[config.mk]
export PLATFORM = sky130hd
export DESIGN_NAME = up_counter_7b
export DESIGN_NICKNAME = d
export VERILOG_FILES = /design/src/rtl/up_counter_7b.sv
export SDC_FILE = /design/constraint.sdc
export NUM_CORES = 1
export LEC_CHECK = 0
export ABC_AREA = 1
export CAP_MARGIN = 15
export CORE_AREA = 5 5 44 46
export CTS_BUF_LIST = sky130_fd_sc_hd__clkbuf_16
export CTS_CLUSTER_SIZE = 30
export DETAILED_ROUTE_END_ITERATION = 7
export DIE_AREA = 0 0 49 51
export PLACE_DENSITY_LB_ADDON = 0.12
export SLEW_MARGIN = 5
export SYNTH_ARGS = -nofsm -noshare
export SYNTH_HDL_FRONTEND = slang
export SYNTH_SLANG_ARGS = --single-unit
[constraint.sdc]
create_clock -name CLK -period 1.9 [get_ports CLK]
set_input_delay 0.38 -clock CLK [delete_from_list [all_inputs] [get_ports CLK]]
set_output_delay 0.38 -clock CLK [all_outputs]
set_load 0.05 [all_outputs]
[src/rtl/up_counter_7b.sv]
// Free-running up-counter with terminal-count decode and a registered wrap pulse.
// Define UP_COUNTER_SATURATE_EN to hold at MAX_VAL instead of wrapping (wrap stays 0).
module up_counter_7b #(
  parameter int unsigned      WIDTH   = 7,
  parameter logic [WIDTH-1:0] MAX_VAL = WIDTH'((64'd1 << WIDTH) - 64'd1)
) (
  input  logic             CLK,
  input  logic             Reset,
  output logic [WIDTH-1:0] q,
  output logic             tc,
  output logic             wrap
);

  logic [WIDTH-1:0] count_q, count_d;
  logic             wrap_q, wrap_d;
  logic             at_max;

  assign at_max = (count_q == MAX_VAL);

  always_comb begin
    count_d = count_q + 1'b1;
    wrap_d  = 1'b0;
    if (at_max) begin
`ifdef UP_COUNTER_SATURATE_EN
      count_d = MAX_VAL;
`else
      count_d = '0;
      wrap_d  = 1'b1;
`endif
    end
  end

  // Reset is sampled on the clock only, so it has no path to q or wrap between edges.
  always_ff @(posedge CLK) begin
    if (Reset) begin
      count_q <= '0;
      wrap_q  <= 1'b0;
    end else begin
      count_q <= count_d;
      wrap_q  <= wrap_d;
    end
  end

  assign q    = count_q;
  assign tc   = at_max;
  assign wrap = wrap_q;

endmodule

==> implementation parameters, run 1 <==
Parameter                              Value

Critical path
  CP delay by family, top    buffers and inverters
  Worst reg-to-reg path cell count    6
  CP cell instances    clkdlybuf4s50_1
  Arrival time of the worst setup path    1.33 ns
  Worst Setup Path Type    flop to primary output
  Endpoint type of the worst setup path    primary output
  Highest fanout seen on the critical path    2
  Critical Path RT    1.52 ns
  Crit path buf inv count    1
  Launching point of the worst reg2reg path    q[1]
  Endpoint of the lowest-slack register-to-register path    q[6]
  CP Launch Type    flop
  Crit-path max cell delay    0.79 ns
  Minimum setup slack among reg-to-reg paths    0.72 ns
  Max stage delay cell, worst path    sky130_fd_sc_hd__clkdlybuf4s50_1

Logic synthesis
  Synth top cells by count    sky130_fd_sc_hd__dfxtp_1 (8), sky130_fd_sc_hd__inv_1 (8), sky130_fd_sc_hd__nand2_1 (6), sky130_fd_sc_hd__nor2_1 (6), sky130_fd_sc_hd__nand3_1 (3)
  Cell count after synthesis    42
  Dominant cell type by area after synthesis    sky130_fd_sc_hd__dfxtp_1
  Number of enable-type register cells in the synthesized netlist    0
  Biggest area contributors in the synthesized netlist    sky130_fd_sc_hd__dfxtp_1 (48%), sky130_fd_sc_hd__inv_1 (9.1%), sky130_fd_sc_hd__nand2_1 (6.8%)
  Cell variety after synth    13
  Post-synthesis sequential element count    8
  Area share of the largest cell type after synthesis    48.3%
  Post-Syn Area    332 sq um
  Sequential share of the synthesized area    48.3%
  Most used flip-flop cell after synthesis    sky130_fd_sc_hd__dfxtp_1
  Post-synth net total    45
  Number of warnings issued by yosys    0
  Average size of a mapped cell    7.89 sq um
  Share of flip-flops with an asynchronous set or reset after synthesis    0%

Clock network
  Number of gates resized after CTS    0
  Largest buffer count on any clock path    2
  Post-CTS Setup Bufs    0
  TritonCTS clock tree    built
  H-tree depth reported by CTS    1
  Clock sink total    8
  Number of buffers created by CTS    3
  CTS Root Buffer Type    sky130_fd_sc_hd__clkbuf_16
  Insertion delay to the later sink of the worst-skew pair    0.23 ns
  Number of hold buffers added after cts    0
  Clock transition at the registers of the reported paths    0.04 ns

STA
  Aggregate negative setup slack    0 ns
  Setup repair after global routing missed its margin    no
  Slew margin rel.    67.4%
  Pins Over Slew Limit    0
  Final period demand of the worst path    1.71 ns
  Pin slew with the least headroom to its limit    about 0.49 ns
  Setup-failing EPs final    0
  Number of failing hold endpoints at the final stage    0
  Achievable Freq    around 600 MHz
  Final critical-path share of the clock period    90.2%
  Clock skew    0.00104 ns

Drt
  Post-DRT Antenna Nets    0
  Mean number of vias per cell    4.15
  DRC    0
  Total iterations of the first detailed-routing run    4
  Total Wirelength    683 um
  WL per Instance    9.62 um
  Iter 0 DRT Violations    5
  Via count of the routed design    around 300

Run status
  Run status    completed

Place
  Placed cells    between 60 and 70
  Hpwl dp    526 um
  Final GP Congestion    approximately 0.66
  Area after detailed placement    448 sq um
  Count of buffers from port buffering    10

Floorplanning
  Number of placement rows    14
  Height of the die    approximately 51 um
  Core outline area    1470 sq um
  Number of top-level pins    11
  Starting density of the core    22.5%
  Width of the chip    49 um
  Die Outline Area    2500 sq um

GRT
  Antenna violations before repair    0
  Total Routing Usage GR    5.90%
  GRT Residual Overflow    0
  Global-route wire length before repair    1.12 mm
  Pin count of the biggest net entering global routing    8
  Vias in the first global route    267

Flow run
  Maxcap violations    0

Power
  Leak Pwr    0.232 nW
  Cell Pwr Density    1100 nW/um^2
  Total design power    0.000575 W
  Maximum ir drop on the vdd rail    0.000455 V

Worst hold path
  WHS Endpoint    q[0]
  Worst hold path depth    1
  Startpoint of the worst hold path    q[0]
  Tightest Hold Check Type    flop to flop

Layout
  Diode insertion count for antenna repair    0
  Number of nets in the final layout    60
  Final cell count without fillers    around 70
  Filler Cell Count    157
  Synth-to-Final Area Change    57.7%
  Final instance area    523 sq um
  Layout cells sized above 1    25.5%
logic make-up after synthesis:
group / count (synthesis) / share of synthesized area, %
simple gates: 19 / 25.7
fa+ha+maj: 1 / 3.77
compound gates: 5 / 10.6
xor+xnor: 1 / 2.64
buf+inv: 8 / 9.06
flops: 8 / 48.3
state kept, by name, summed over array words and instances (netlist names):
register and flops:
wrap 1, q 7
stage by stage:
step	utilization (%)	worst slack, ns	hold slack (ns)
4_1_cts	35.5	0.179	0.451
5_1_grt	35.5	0.0628	0.465
2_1_floorplan	-	0.00226	0.452
3_5_place_dp	30.4	0.422	0.446
3_3_place_gp	30.4	0.418	0.443
6_report	35.5	0.186	0.444
cells in the final DEF, fill, tap and decap left out, drive strengths merged:
cell type      instances
inv                    8
dfxtp                  8
nand2                  7
buf                    7
nor2                   6
a21oi                  4
nand3                  3
clkbuf                 3
clkdlybuf4s50          3
or2                    2
xnor2                  1
o21bai                 1
nand4                  1
ha                     1
worst reg2reg max path, delay by kind of cell, from the launching register on:
kind / cells / cell delay (ns)
flip-flops: 1 / 0.36
buffers and inverters: 1 / 0.07
AND/OR/NAND/NOR: 3 / 0.36
AO/OA/AOI/OAI: 1 / 0.06
adder cells (fa/ha/maj): 1 / 0.22
layout make-up:
type	count	area (sq um)	share of cell area (%)
flip-flops and latches	8	161	30.9
multi-input cells	26	141	27.0
repair buffers	10	95.1	18.2
clock buffers	3	75.1	14.4
inverters	8	30.0	5.74
well taps	16	20.0	3.83
routing by layer:
layer  wire (um)  vias to the layer above  GRT usage, %
met3          50                        0          3.20
met1         310                      129          6.85
met5           0                        -             0
li1            -                      158             -
met2         323                        8          8.26
met4           0                        0          4.04
worst max path at each step:
stage / startpoint / to / slack [ns] / depth (start not counted)
2_1_floorplan: q[1] / tc / 0.002 / 5
3_3_place_gp: q[6] / q[6] / 0.42 / 1
3_5_place_dp: q[6] / q[6] / 0.42 / 1
4_1_cts: q[6] / q[6] / 0.18 / 1
5_1_grt: q[1] / tc / 0.06 / 6
6_report: q[6] / q[6] / 0.19 / 1
report_power, final:
group	leakage, nW	internal [W]	switching, W
Sequential	0.0652	0.000175	0.00000636
Clock	0.0370	0.000271	0.0000784
Combinational	0.130	0.0000143	0.0000298
No activity file was read; power rests on OpenSTA's default activity.
==> inputs of run 2 (changes only) <==
==> constraint.sdc (replaced) <==
create_clock -name CLK -period 2.15 [get_ports CLK]
set_input_delay 0.43 -clock CLK [delete_from_list [all_inputs] [get_ports CLK]]
set_output_delay 0.43 -clock CLK [all_outputs]
set_load 0.05 [all_outputs]
==> implementation parameters, run 2 (synthesis gave the netlist of run 1 again) <==
Parameter                              Value

Power
  Power dissipated by switching net loads    0.000101 W (was 0.000115 W)
  Cell Pwr Density    947 nW/um^2 (was 1100 nW/um^2)
  Design internal power    0.000408 W (was 0.000460 W)
  Switching share of power    19.8% (was 19.9%)
  Combinational power share    7.8% (was 7.7%)
  Relative contribution of sequential cells to total power    31.4% (was 31.5%)
  Maximum ir drop on the vdd rail    0.000520 V (was 0.000455 V)
  Clock power frac    60.8% (about the same)
  Leak Pwr    0.221 nW (was 0.232 nW)

Layout
  Diode insertion count for antenna repair    0 (unchanged)
  Number of nets in the final layout    60 (unchanged)
  Layout cells sized above 1    12.7% (was 25.5%)
  Synth-to-Final Area Change    61.9% (was 57.7%)
  Final cell count without fillers    71 (unchanged)
  Leading cell type in the layout, fill and taps excluded    sky130_fd_sc_hd__clkdlybuf4s50_1 (was sky130_fd_sc_hd__inv_1)
  Commonest non-fill, non-tap cells in the layout    sky130_fd_sc_hd__clkdlybuf4s50_1 (9), sky130_fd_sc_hd__inv_1 (8), sky130_fd_sc_hd__dfxtp_1 (8) (was sky130_fd_sc_hd__inv_1 (8), sky130_fd_sc_hd__dfxtp_1 (7), sky130_fd_sc_hd__nand2_1 (6), sky130_fd_sc_hd__nor2_1 (6), sky130_fd_sc_hd__buf_4 (6))
  Filler Cell Count    166 (was 157)
  Final instance area    537 sq um (was 523 sq um)
  Number of flip-flops under the largest register name    7 (unchanged)

Clock network
  Clock transition at the registers of the reported paths    0.03 ns (was 0.04 ns)
  Insertion delay to the later sink of the worst-skew pair    0.23 ns (about the same)
  Number of buffers created by CTS    3 (unchanged)
  Number of gates resized after CTS    0 (unchanged)
  Post-CTS Setup Bufs    0 (unchanged)
  Largest buffer count on any clock path    2 (unchanged)
  CTS Root Buffer Type    sky130_fd_sc_hd__clkbuf_16 (unchanged)
  H-tree depth reported by CTS    1 (unchanged)
  Clock sink total    8 (unchanged)
  TritonCTS clock tree    built (unchanged)
  Number of hold buffers added after cts    0 (unchanged)

STA
  Number of failing hold endpoints at the final stage    0 (unchanged)
  Clock skew    0.00112 ns (was 0.00104 ns)
  PnR worst setup slack    0.248 ns (was 0.186 ns)
  Pin slew with the least headroom to its limit    0.496 ns (was 0.488 ns)
  Slew margin rel.    66.8% (was 67.4%)
  Achievable Freq    526 MHz
  Pins Over Slew Limit    0 (unchanged)
  Final period demand of the worst path    1.90 ns
  Final critical-path share of the clock period    between 80 and 90%
  Aggregate negative setup slack    0 ns (unchanged)
  Setup repair after global routing missed its margin    no (unchanged)
  Setup-failing EPs final    0 (unchanged)

GRT
  GRT Residual Overflow    0 (unchanged)
  Antenna violations before repair    0 (unchanged)
  Pin count of the biggest net entering global routing    8 (unchanged)
  Total Routing Usage GR    6.93% (was 5.90%)
  Vias in the first global route    288 (was 267)
  Global-route wire length before repair    1.24 mm (was 1.12 mm)

Critical path
  Critical Path RT    1.72 ns (was 1.52 ns)
  Crit path buf inv count    1 (unchanged)
  Max stage delay cell, worst path    sky130_fd_sc_hd__clkdlybuf4s50_1 (unchanged)
  CP delay by family, top    buffers and inverters (unchanged)
  Minimum setup slack among reg-to-reg paths    0.93 ns (was 0.72 ns)
  Endpoint type of the worst setup path    primary output (unchanged)
  CP Launch Type    flop (unchanged)
  Arrival time of the worst setup path    1.47 ns (was 1.33 ns)
  Worst Setup Path Type    flop to primary output (unchanged)
  Highest fanout seen on the critical path    6 (was 2)
  CP cell instances    clkdlybuf4s50_1 (unchanged)
  Crit-path max cell delay    0.84 ns (was 0.79 ns)

Place
  Final GP Congestion    0.688 (was 0.663)
  Hpwl dp    519 um (was 526 um)
  Area after detailed placement    462 sq um (was 448 sq um)
  Placed cells    68 (unchanged)
  Count of buffers from port buffering    10 (unchanged)
  Minimum setup slack after placement    0.475 ns (was 0.422 ns)

Floorplanning
  Number of top-level pins    11 (unchanged)
  Starting density of the core    22.5% (unchanged)
  Width of the chip    49 um (unchanged)
  Die Outline Area    2500 sq um (unchanged)
  Height of the die    51 um (unchanged)
  Core outline area    1470 sq um (unchanged)
  Number of placement rows    14 (unchanged)

Drt
  Via count of the routed design    293 (was 295)
  Total Wirelength    680 um (was 683 um)
  Total iterations of the first detailed-routing run    2 (was 4)
  Iter 0 DRT Violations    2 (was 5)
  Post-DRT Antenna Nets    0 (unchanged)
  WL per Instance    9.58 um (was 9.62 um)
  Mean number of vias per cell    4.13 (was 4.15)
  DRC    0 (unchanged)

Run status
  Run status    completed (unchanged)

Flow run
  Maxcap violations    0 (unchanged)

Worst hold path
  Tightest Hold Check Type    flop to flop (unchanged)
-- run 2: cell types whose count changed in the layout (fill, tap and decap cells not counted), sizes merged --
| cell | delta |
|---|---|
| clkdlybuf4s50 | +6 |
| buf | -6 |
-- run 2: per-layer routing --
metal,GRT usage (%),routed length (um),vias up
li1,-,-,156
met1,6.48,276,127
met2,10.2,327,8
met3,5.23,67,2
met4,5.38,8,0
met5,0,0,-
-- run 2: worst paths after layout --
path,from,endpoint,cells after the start
max,q[2],q[2],1
min,q[0],q[0],1
max reg2reg,q[0],q[5],6
min reg2reg,q[0],q[0],1
-- run 2: worst reg2reg max path, cell delays in order (launching register included) --
cell	delay [ns]
sky130_fd_sc_hd__dfxtp_1	0.38
sky130_fd_sc_hd__ha_1	0.23
sky130_fd_sc_hd__nand3_1	0.12
sky130_fd_sc_hd__inv_1	0.07
sky130_fd_sc_hd__nand2_1	0.08
sky130_fd_sc_hd__nand2_2	0.16
sky130_fd_sc_hd__a21oi_1	0.06
-- run 2: power by group through the flow --
stage | Combinational [W] | Clock [W] | Sequential, W
detailed placement | 0.0000404 | 0 | 0.000162
global route | 0.0000435 | 0.000325 | 0.000161
finish | 0.0000399 | 0.000309 | 0.000160
floorplan | 0.0000105 | 0 | 0.000178
CTS | 0.0000405 | 0.000318 | 0.000160
global placement | 0.0000403 | 0 | 0.000162
-- run 2: layout make-up --
| type | instances | area (sq um) | share of cell area, % |
|---|---|---|---|
| Clock buffer | 3 | 75.1 | 14.0 |
| Inverter | 8 | 30.0 | 5.59 |
| Multi-Input combinational cell | 26 | 141 | 26.3 |
| Sequential cell | 8 | 160 | 29.8 |
| Tap cell | 16 | 20.0 | 3.73 |
| Timing Repair Buffer | 10 | 110 | 20.5 |
-- run 2: metrics by stage --
step | total power, W | utilization (%) | hold slack [ns]
after floorplan | 0.000188 | - | 0.502
after global placement | 0.000202 | 31.4 | 0.467
after detailed placement | 0.000203 | 31.4 | 0.468
after CTS | 0.000518 | 36.5 | 0.474
after global routing | 0.000530 | 36.5 | 0.493
final | 0.000508 | 36.5 | 0.467
